[src/rtl/parity_accumulator.sv]
// parity_accumulator
//   Accumulates a frame of WIDTH-bit words by bitwise XOR and presents the
//   reduced word, its parity and the frame length once the frame closes.
//   A frame closes on a word flagged in_last, or on the MAX_LEN-th word,
//   whichever comes first. The result is held until the consumer takes it.
//   While the result is held, no input is accepted.
//
// Ports
//   clk        : clock; all state changes on its rising edge
//   rst_n      : asynchronous active-low reset
//   in_valid   : in_data / in_last / mode are valid this cycle
//   in_ready   : block accepts a word this cycle (high in ACC)
//   in_data    : word to accumulate
//   in_last    : this word closes the frame
//   mode       : 0 = XOR result, 1 = XNOR (inverted) result
//   out_valid  : result fields hold a completed frame (high in HOLD)
//   out_ready  : consumer takes the result this cycle
//   out_data   : bitwise XOR reduction of the frame (inverted if mode was 1)
//   out_parity : XOR of all out_data bits
//   out_count  : number of words in the frame (1..MAX_LEN)
module parity_accumulator #(
  parameter  int WIDTH   = 4,
  parameter  int MAX_LEN = 8,
  localparam int CW      = $clog2(MAX_LEN + 1)
) (
  input  logic             clk,
  input  logic             rst_n,
  input  logic             in_valid,
  output logic             in_ready,
  input  logic [WIDTH-1:0] in_data,
  input  logic             in_last,
  input  logic             mode,
  output logic             out_valid,
  input  logic             out_ready,
  output logic [WIDTH-1:0] out_data,
  output logic             out_parity,
  output logic [CW-1:0]    out_count
);

  typedef enum logic {
    ACC  = 1'b0,
    HOLD = 1'b1
  } state_t;

  state_t           state, state_nxt;
  logic [WIDTH-1:0] acc, acc_nxt;
  logic [CW-1:0]    cnt, cnt_nxt, cnt_inc;
  logic             mode_q, mode_nxt, eff_mode;
  logic [WIDTH-1:0] word_res;
  logic             close;
  logic [WIDTH-1:0] out_data_nxt;
  logic             out_parity_nxt;
  logic [CW-1:0]    out_count_nxt;

  // Both handshake flags are pure decodes of the state register.
  assign in_ready  = (state == ACC);
  assign out_valid = (state == HOLD);

  always_comb begin
    state_nxt      = state;
    acc_nxt        = acc;
    cnt_nxt        = cnt;
    mode_nxt       = mode_q;
    out_data_nxt   = out_data;
    out_parity_nxt = out_parity;
    out_count_nxt  = out_count;

    cnt_inc  = cnt + 1'b1;
    // The first word of a frame (cnt == 0) supplies the mode directly, so a
    // single-word frame uses the mode sampled on that same word.
    eff_mode = (cnt == '0) ? mode : mode_q;
    word_res = (acc ^ in_data) ^ {WIDTH{eff_mode}};
    close    = in_last || (cnt_inc == CW'(MAX_LEN));

    case (state)
      ACC: begin
        if (in_valid) begin
          acc_nxt  = acc ^ in_data;
          cnt_nxt  = cnt_inc;
          mode_nxt = eff_mode;
          if (close) begin
            state_nxt      = HOLD;
            out_data_nxt   = word_res;
            out_parity_nxt = ^word_res;
            out_count_nxt  = cnt_inc;
          end
        end
      end
      HOLD: begin
        if (out_ready) begin
          state_nxt = ACC;
          acc_nxt   = '0;
          cnt_nxt   = '0;
        end
      end
      default: state_nxt = ACC;
    endcase
  end

  always_ff @(posedge clk or negedge rst_n) begin
    if (!rst_n) begin
      state      <= ACC;
      acc        <= '0;
      cnt        <= '0;
      mode_q     <= 1'b0;
      out_data   <= '0;
      out_parity <= 1'b0;
      out_count  <= '0;
    end else begin
      state      <= state_nxt;
      acc        <= acc_nxt;
      cnt        <= cnt_nxt;
      mode_q     <= mode_nxt;
      out_data   <= out_data_nxt;
      out_parity <= out_parity_nxt;
      out_count  <= out_count_nxt;
    end
  end

endmodule

[config.mk]
export PLATFORM = sky130hd
export DESIGN_NAME = parity_accumulator
export DESIGN_NICKNAME = d
export VERILOG_FILES = /design/src/rtl/parity_accumulator.sv
export SDC_FILE = /design/constraint.sdc
export NUM_CORES = 1
export LEC_CHECK = 0
export ABC_AREA = 1
export CAP_MARGIN = 15
export CORE_AREA = 2 2 70 56
export CTS_CLUSTER_DIAMETER = 100
export DETAILED_ROUTE_END_ITERATION = 16
export DIE_AREA = 0 0 72 58
export MAX_ROUTING_LAYER = met4
export PLACE_DENSITY = 0.58
export SLEW_MARGIN = 25
export SYNTH_ARGS = -nofsm -noshare
export SYNTH_HDL_FRONTEND = slang
export SYNTH_SLANG_ARGS = --single-unit
[constraint.sdc]
create_clock -name clk -period 1.7 [get_ports clk]
set_input_delay 0.255 -clock clk [delete_from_list [all_inputs] [get_ports clk]]
set_output_delay 0.255 -clock clk [all_outputs]
set_load 0.01 [all_outputs]
==> results.yml, run 1 <==
status:
  status: "finished, final reports clean"
yosys:
  synth.lib_cells_used.distinct: 18
  synth.avg_cell_area_um2: 7.73
  synth_area_leader_cell: "dfrtp_1"
  post_synth_inst_count: 130
  synth-seq-area-share: 0.473
  mappedNetlistArea_um2: 1000
  net_count_after_synthesis: 142
  yosys_register_bits: 19
  synth_area_leaders: "dfrtp_1, nand2_1, nand3_1, inv_1, o22ai_1"
  yosys_warnings: 0
  netlist.area_leader.share: 0.473
worst_setup_path:
  worst_path_most_repeated_cell: "nand2_1"
  crit_path_cell_trace: "inv_1 -> ha_1 -> nand2_1 -> nand2_1 -> nand2_2 -> nand2_1 -> nand2_1 -> nand3_1 -> nand3_1 -> nand2_1"
  critical_path.n_buffers_inverters: 1
  path_max_fanout: 6
  worstSetupPathType: "reg -> reg"
  timing.critical_path.arrival_ns: 1.69
  cpMaxStageDelayCell: "dfrtp_2"
  worst-endpoint-required_ns: 1.85
  worst_setup_path_start_kind: "flip-flop"
  critical-path-top-delay-family: "simple AND/OR/NAND/NOR gates"
  worst_setup_path_end_kind: "flip-flop"
  max_stage_delay_ns: 0.42
floorplanning:
  die_w_um: 72
  rows: 19
  design.portCount: 21
  design.core.area_um2: 3490
  area_of_the_die_um2: 4180
  die_h_um: 58
  initial_utilization: 0.288
sta:
  finalSetupViolations: 0
  postLayoutSetupSlackWorst_ns: 0.160
  finClkSkew_ns: 0.00438
  rsz0062_at_grt: "no"
  timing.fmax_mhz: 650
  max_slew.worst_pin.slew_ns: 0.291
  hold_ws_ns: 0.332
  final-hold-violation-count: 0
  final_min_period_over_clock_period: 0.906
  slew_headroom: 0.806
  fin_setup_tns_ns: 0
  final-max-slew-violation-count: 0
  layout_min_cycle_time_ns: 1.54
clock_network:
  htree_levels: 1
  cts.sinks: 19
  insertion_delay_ns: 0.25
  max-clock-path-buffers: 2
  tritoncts: "built"
  clkTransAtPathRegs_ns: 0.07
  ctsRootBufferMaster: "clkbuf_8"
  cts-buffers-inserted: 3
placed_design:
  dpl_worst_slack_ns: 0.0739
  dpl.hpwl_um: 1660
  placed_cells: 193
  routability_congestion_estimate_from_global_placement: 0.789
  io_buffer_count: 20
power_and_ir_drop:
  cellInternalPower_w: 0.00128
  power.sequential.fraction: 0.359
  cellLeakagePower_nw: 0.672
  power.net_switching_w: 0.000810
  power.share.combinational: 0.493
  ir_worst_vdd_mv: 0.703
  power.switching_fraction: 0.387
  power.density_nw_per_um2: 1580
  clockPowerShare: 0.148
grt:
  pin_count_of_the_biggest_net_entering_global_routing: 20
  global_route.usage.total: 0.121
  grt_pass1_vias: 862
  grt_pass1_wl_um: 3770
  antenna_violations_before_repair: 0
  grt_overflow_total: 0
cells_and_area:
  instances_no_fill: 199
  area_growth_syn_to_fin_pct: 32.1
  fraction_of_final_layout_cells_with_drive_strength_greater_than_1: 0.108
  finish.utilization: 0.380
  final.fill_count: 347
  n_antenna_cell: 0
  final_common_cell: "nand2_1"
  highest_count_cells_in_the_layout_ignoring_fill_and_taps: "nand2_1, clkdlybuf4s50_1, inv_1"
  layout.nets: 170
drt:
  number_of_iterations_in_the_first_detailed_routing_pass: 4
  post_drt_via_cell_ratio: 4.57
  detail_route.drc_violations: 0
  finalWirelength_um: 2140
  initialDrtViolationCount: 49
  ant_nets: 0
  routed_vias: 909
  wire_per_inst_um: 10.8
hold_path:
  timing.hold.worst.class: "in -> async"
flow_run:
  max_cap_viol_count: 0
==> stage by stage <==
step | power [W] | instance area [um2]
2_1_floorplan | 0.00136 | 1000
3_3_place_gp | 0.00170 | 1260
3_5_place_dp | 0.00173 | 1260
4_1_cts | 0.00204 | 1310
5_1_grt | 0.00229 | 1330
6_report | 0.00209 | 1330
==> layer usage <==
layer | global-route usage | wire length, um
met1 | 0.172 | 1140
met2 | 0.168 | 870
met3 | 0.0365 | 116
met4 | 0.0323 | 22
met5 | - | 0
==> registers in the layout, summed over array words and instances, names as in the netlist <==
name,cells
acc,4
cnt,4
out_count,4
out_data,4
mode_q,1
out_parity,1
out_valid,1
==> power by group through the flow <==
stage,Sequential [W],Clock (W),Combinational [W]
after global placement,0.000749,0,0.000949
after CTS,0.000749,0.000320,0.000975
final,0.000751,0.000310,0.00103
after global routing,0.000780,0.000348,0.00117
after floorplan,0.000789,0,0.000566
after detailed placement,0.000757,0,0.000972
==> path summary, 6_finish.rpt <==
kind / startpoint / endpoint / slack, ns / depth (start not counted)
min reg2reg: out_data[1] / out_data[1] / 0.48 / 2
max: cnt[0] / out_parity / 0.16 / 10
min in group clk: out_data[1] / out_data[1] / 0.48 / 2
min: rst_n / out_data[3] / 0.33 / 2
max reg2reg: cnt[0] / out_parity / 0.16 / 10
max in group asynchronous: rst_n / cnt[0] / 1.14 / 2
==> final cells by class <==
type	instances	area, um2	area share
clock buffers	3	41.3	0.0311
clock inverters	1	5.00	0.00377
inverters	20	75.1	0.0566
multi-input cells	89	439	0.331
flip-flops and latches	19	477	0.359
well taps	42	52.6	0.0396
repair buffers	25	238	0.179
==> synthesized netlist by cell type <==
master	n
nand2_1	47
dfrtp_1	19
inv_1	19
nand3_1	15
o21ai_0	6
o22ai_1	5
o21ai_1	3
o21ai_2	3
xor2_1	3
ha_1	2
a21oi_2	1
buf_6	1
clkbuf_1	1
inv_2	1
nand2_2	1
nor2_1	1
nor2_2	1
xnor2_1	1
==> cells by family (layout without fill, tap and decap cells) <==
logic type | Yosys count | after routing | share of synthesized area
buffers and inverters | 22 | 49 | 0.0897
adder cells (fa/ha/maj) | 2 | 2 | 0.0249
AND/OR/NAND/NOR | 65 | 65 | 0.267
XOR/XNOR | 4 | 4 | 0.0349
AO/OA/AOI/OAI | 18 | 18 | 0.111
flip-flops | 19 | 19 | 0.473
==> timing repair <==
item	CTS	global route
setup buffers	0	2
hold buffers	0	0
setup endpoints to repair	0	1
resized for setup	0	1
==> worst register-to-register path: stages (launching register included) <==
cell and delay (ns):
dfrtp_2 0.42, inv_1 0.06, ha_1 0.22, nand2_1 0.10, nand2_1 0.12, nand2_2 0.12
nand2_1 0.06, nand2_1 0.13, nand3_1 0.09, nand3_1 0.08, nand2_1 0.05
(Power assumes the default switching activity.)
==> inputs of run 2 (changes only) <==
--- a/config.mk
+++ b/config.mk
@@ -7,12 +7,12 @@
 export LEC_CHECK = 0
 export ABC_AREA = 1
 export CAP_MARGIN = 15
-export CORE_AREA = 2 2 70 56
+export CORE_AREA = 2 2 56 45
 export CTS_CLUSTER_DIAMETER = 100
 export DETAILED_ROUTE_END_ITERATION = 16
-export DIE_AREA = 0 0 72 58
+export DIE_AREA = 0 0 58 47
 export MAX_ROUTING_LAYER = met4
-export PLACE_DENSITY = 0.58
+export PLACE_DENSITY = 0.82
 export SLEW_MARGIN = 25
 export SYNTH_ARGS = -nofsm -noshare
 export SYNTH_HDL_FRONTEND = slang
==> results.yml, run 2 (same netlist as run 1, synthesis figures left out) <==
grt:
  global_route.usage.total: 0.182
  pin_count_of_the_biggest_net_entering_global_routing: 20
  grt_pass1_wl_um: 3530
  grt_overflow_total: 0
  grt_pass1_vias: 853
  antenna_violations_before_repair: 0
cells_and_area:
  layout.nets: 168
  n_antenna_cell: 0
  area_growth_syn_to_fin_pct: 27.5
  final.fill_count: 210
  highest_count_cells_in_the_layout_ignoring_fill_and_taps: "nand2_1, clkdlybuf4s50_1, inv_1"
  finish.utilization: 0.589
  fraction_of_final_layout_cells_with_drive_strength_greater_than_1: 0.110
  final_common_cell: "nand2_1"
  stdcell_area_um2: 1280
sta:
  final_min_period_over_clock_period: 0.938
  max_slew.worst_pin.slew_ns: 0.293
  finClkSkew_ns: 0.00285
  final-max-slew-violation-count: 0
  timing.fmax_mhz: 627
  rsz0062_at_grt: "no"
  finalSetupViolations: 0
  postLayoutSetupSlackWorst_ns: 0.105
  fin_setup_tns_ns: 0
  layout_min_cycle_time_ns: 1.59
  final-hold-violation-count: 0
  slew_headroom: 0.804
floorplanning:
  die_w_um: 58
  design.core.area_um2: 2180
  rows: 15
  initial_utilization: 0.461
  design.portCount: 21
  die_h_um: 47
  area_of_the_die_um2: 2730
hold_path:
  timing.hold.worst.class: "in -> async"
power_and_ir_drop:
  ir_worst_vdd_mv: 0.794
  cellLeakagePower_nw: 0.653
  power.density_nw_per_um2: 1540
clock_network:
  clkTransAtPathRegs_ns: 0.10
  cts-buffers-inserted: 3
  max-clock-path-buffers: 2
  insertion_delay_ns: 0.30
  htree_levels: 1
  ctsRootBufferMaster: "clkbuf_4"
  tritoncts: "built"
  cts.sinks: 19
worst_setup_path:
  worst_setup_path_end_kind: "primary output"
  setup.worst_path.start: "out_valid"
  worstSetupPathType: "reg -> out"
  worst_setup_path_start_kind: "flip-flop"
  path_max_fanout: 3
  timing.critical_path.arrival_ns: 1.34
  cpMaxStageDelayCell: "clkdlybuf4s50_1"
  r2r_start: "cnt[0]"
  crit_path_cell_trace: "inv_1 -> clkdlybuf4s50_1"
  worst-endpoint-required_ns: 1.44
  max_stage_delay_ns: 0.54
status:
  status: "finished, final reports clean"
placed_design:
  dpl_worst_slack_ns: 0.121
  routability_congestion_estimate_from_global_placement: 0.874
  post_dp_cell_area_um2: 1240
  dpl.hpwl_um: 1630
  io_buffer_count: 20
drt:
  wire_per_inst_um: 11.6
  finalWirelength_um: 2090
  post_drt_via_cell_ratio: 5.02
  number_of_iterations_in_the_first_detailed_routing_pass: 4
  initialDrtViolationCount: 52
  detail_route.drc_violations: 0
  ant_nets: 0
  routed_vias: 903
flow_run:
  max_cap_viol_count: 0
run 2: cell types whose count changed in the layout (fill, tap and decap cells not counted):
cell      delta
ha_2         +1
clkbuf_1     +1
buf_4        -2
clkbuf_4     +3
nand3_2      +1
nand2_1      -1
ha_1         -1
clkbuf_8     -3
clkinv_2     -1
nand3_1      -1
nand2_2      +1
run 2: path summary, 6_finish.rpt:
kind | endpoint | slack [ns] | cells after the start
min | out_data[3] | 0.28 | 2
max reg2reg | out_parity | 0.18 | 11
max | in_ready | 0.11 | 2
min in group clk | out_data[1] | 0.49 | 2
min reg2reg | out_data[1] | 0.49 | 2
max in group asynchronous | cnt[0] | 1.20 | 2
run 2: worst max-delay path, delay by kind of cell, from the launching register on:
| family | cells | cell delay, ns |
|---|---|---|
| buffers and inverters | 2 | 0.63 |
| flip-flops | 1 | 0.41 |
run 2: cell type report:
type / instances / area, um2 / area share
clock buffer: 4 / 26.3 / 0.0205
inverter: 20 / 75.1 / 0.0586
multi-input combinational: 89 / 449 / 0.351
sequential: 19 / 477 / 0.372
tap: 25 / 31.3 / 0.0244
timing repair buffer: 23 / 223 / 0.174
run 2: metrics by stage:
step	hold slack (ns)	instances	power, W
6_report	0.281	180	0.00198
5_1_grt	0.306	180	0.00215
4_1_cts	0.285	179	0.00196
3_5_place_dp	0.470	175	0.00173
3_3_place_gp	0.463	175	0.00168
2_1_floorplan	-0.0406	130	0.00136
run 2: power breakdown:
group	internal, W	total [W]	switching (W)
Clock	0.0000915	0.000227	0.000136
Combinational	0.000456	0.000999	0.000543
Sequential	0.000629	0.000753	0.000124
run 2: timing repair:
item	CTS	global route
resized for setup	0	4
setup endpoints to repair	0	1
hold buffers	0	0
buffers inserted	0	1
run 2: per-layer routing:
layer | track usage | up-vias | part of all wire
met2 | 0.293 | 28 | 0.45
met3 | 0.0496 | 4 | 0.070
met4 | 0.0651 | 0 | 0.013
met1 | 0.224 | 411 | 0.47
li1 | - | 460 | -
met5 | - | - | 0
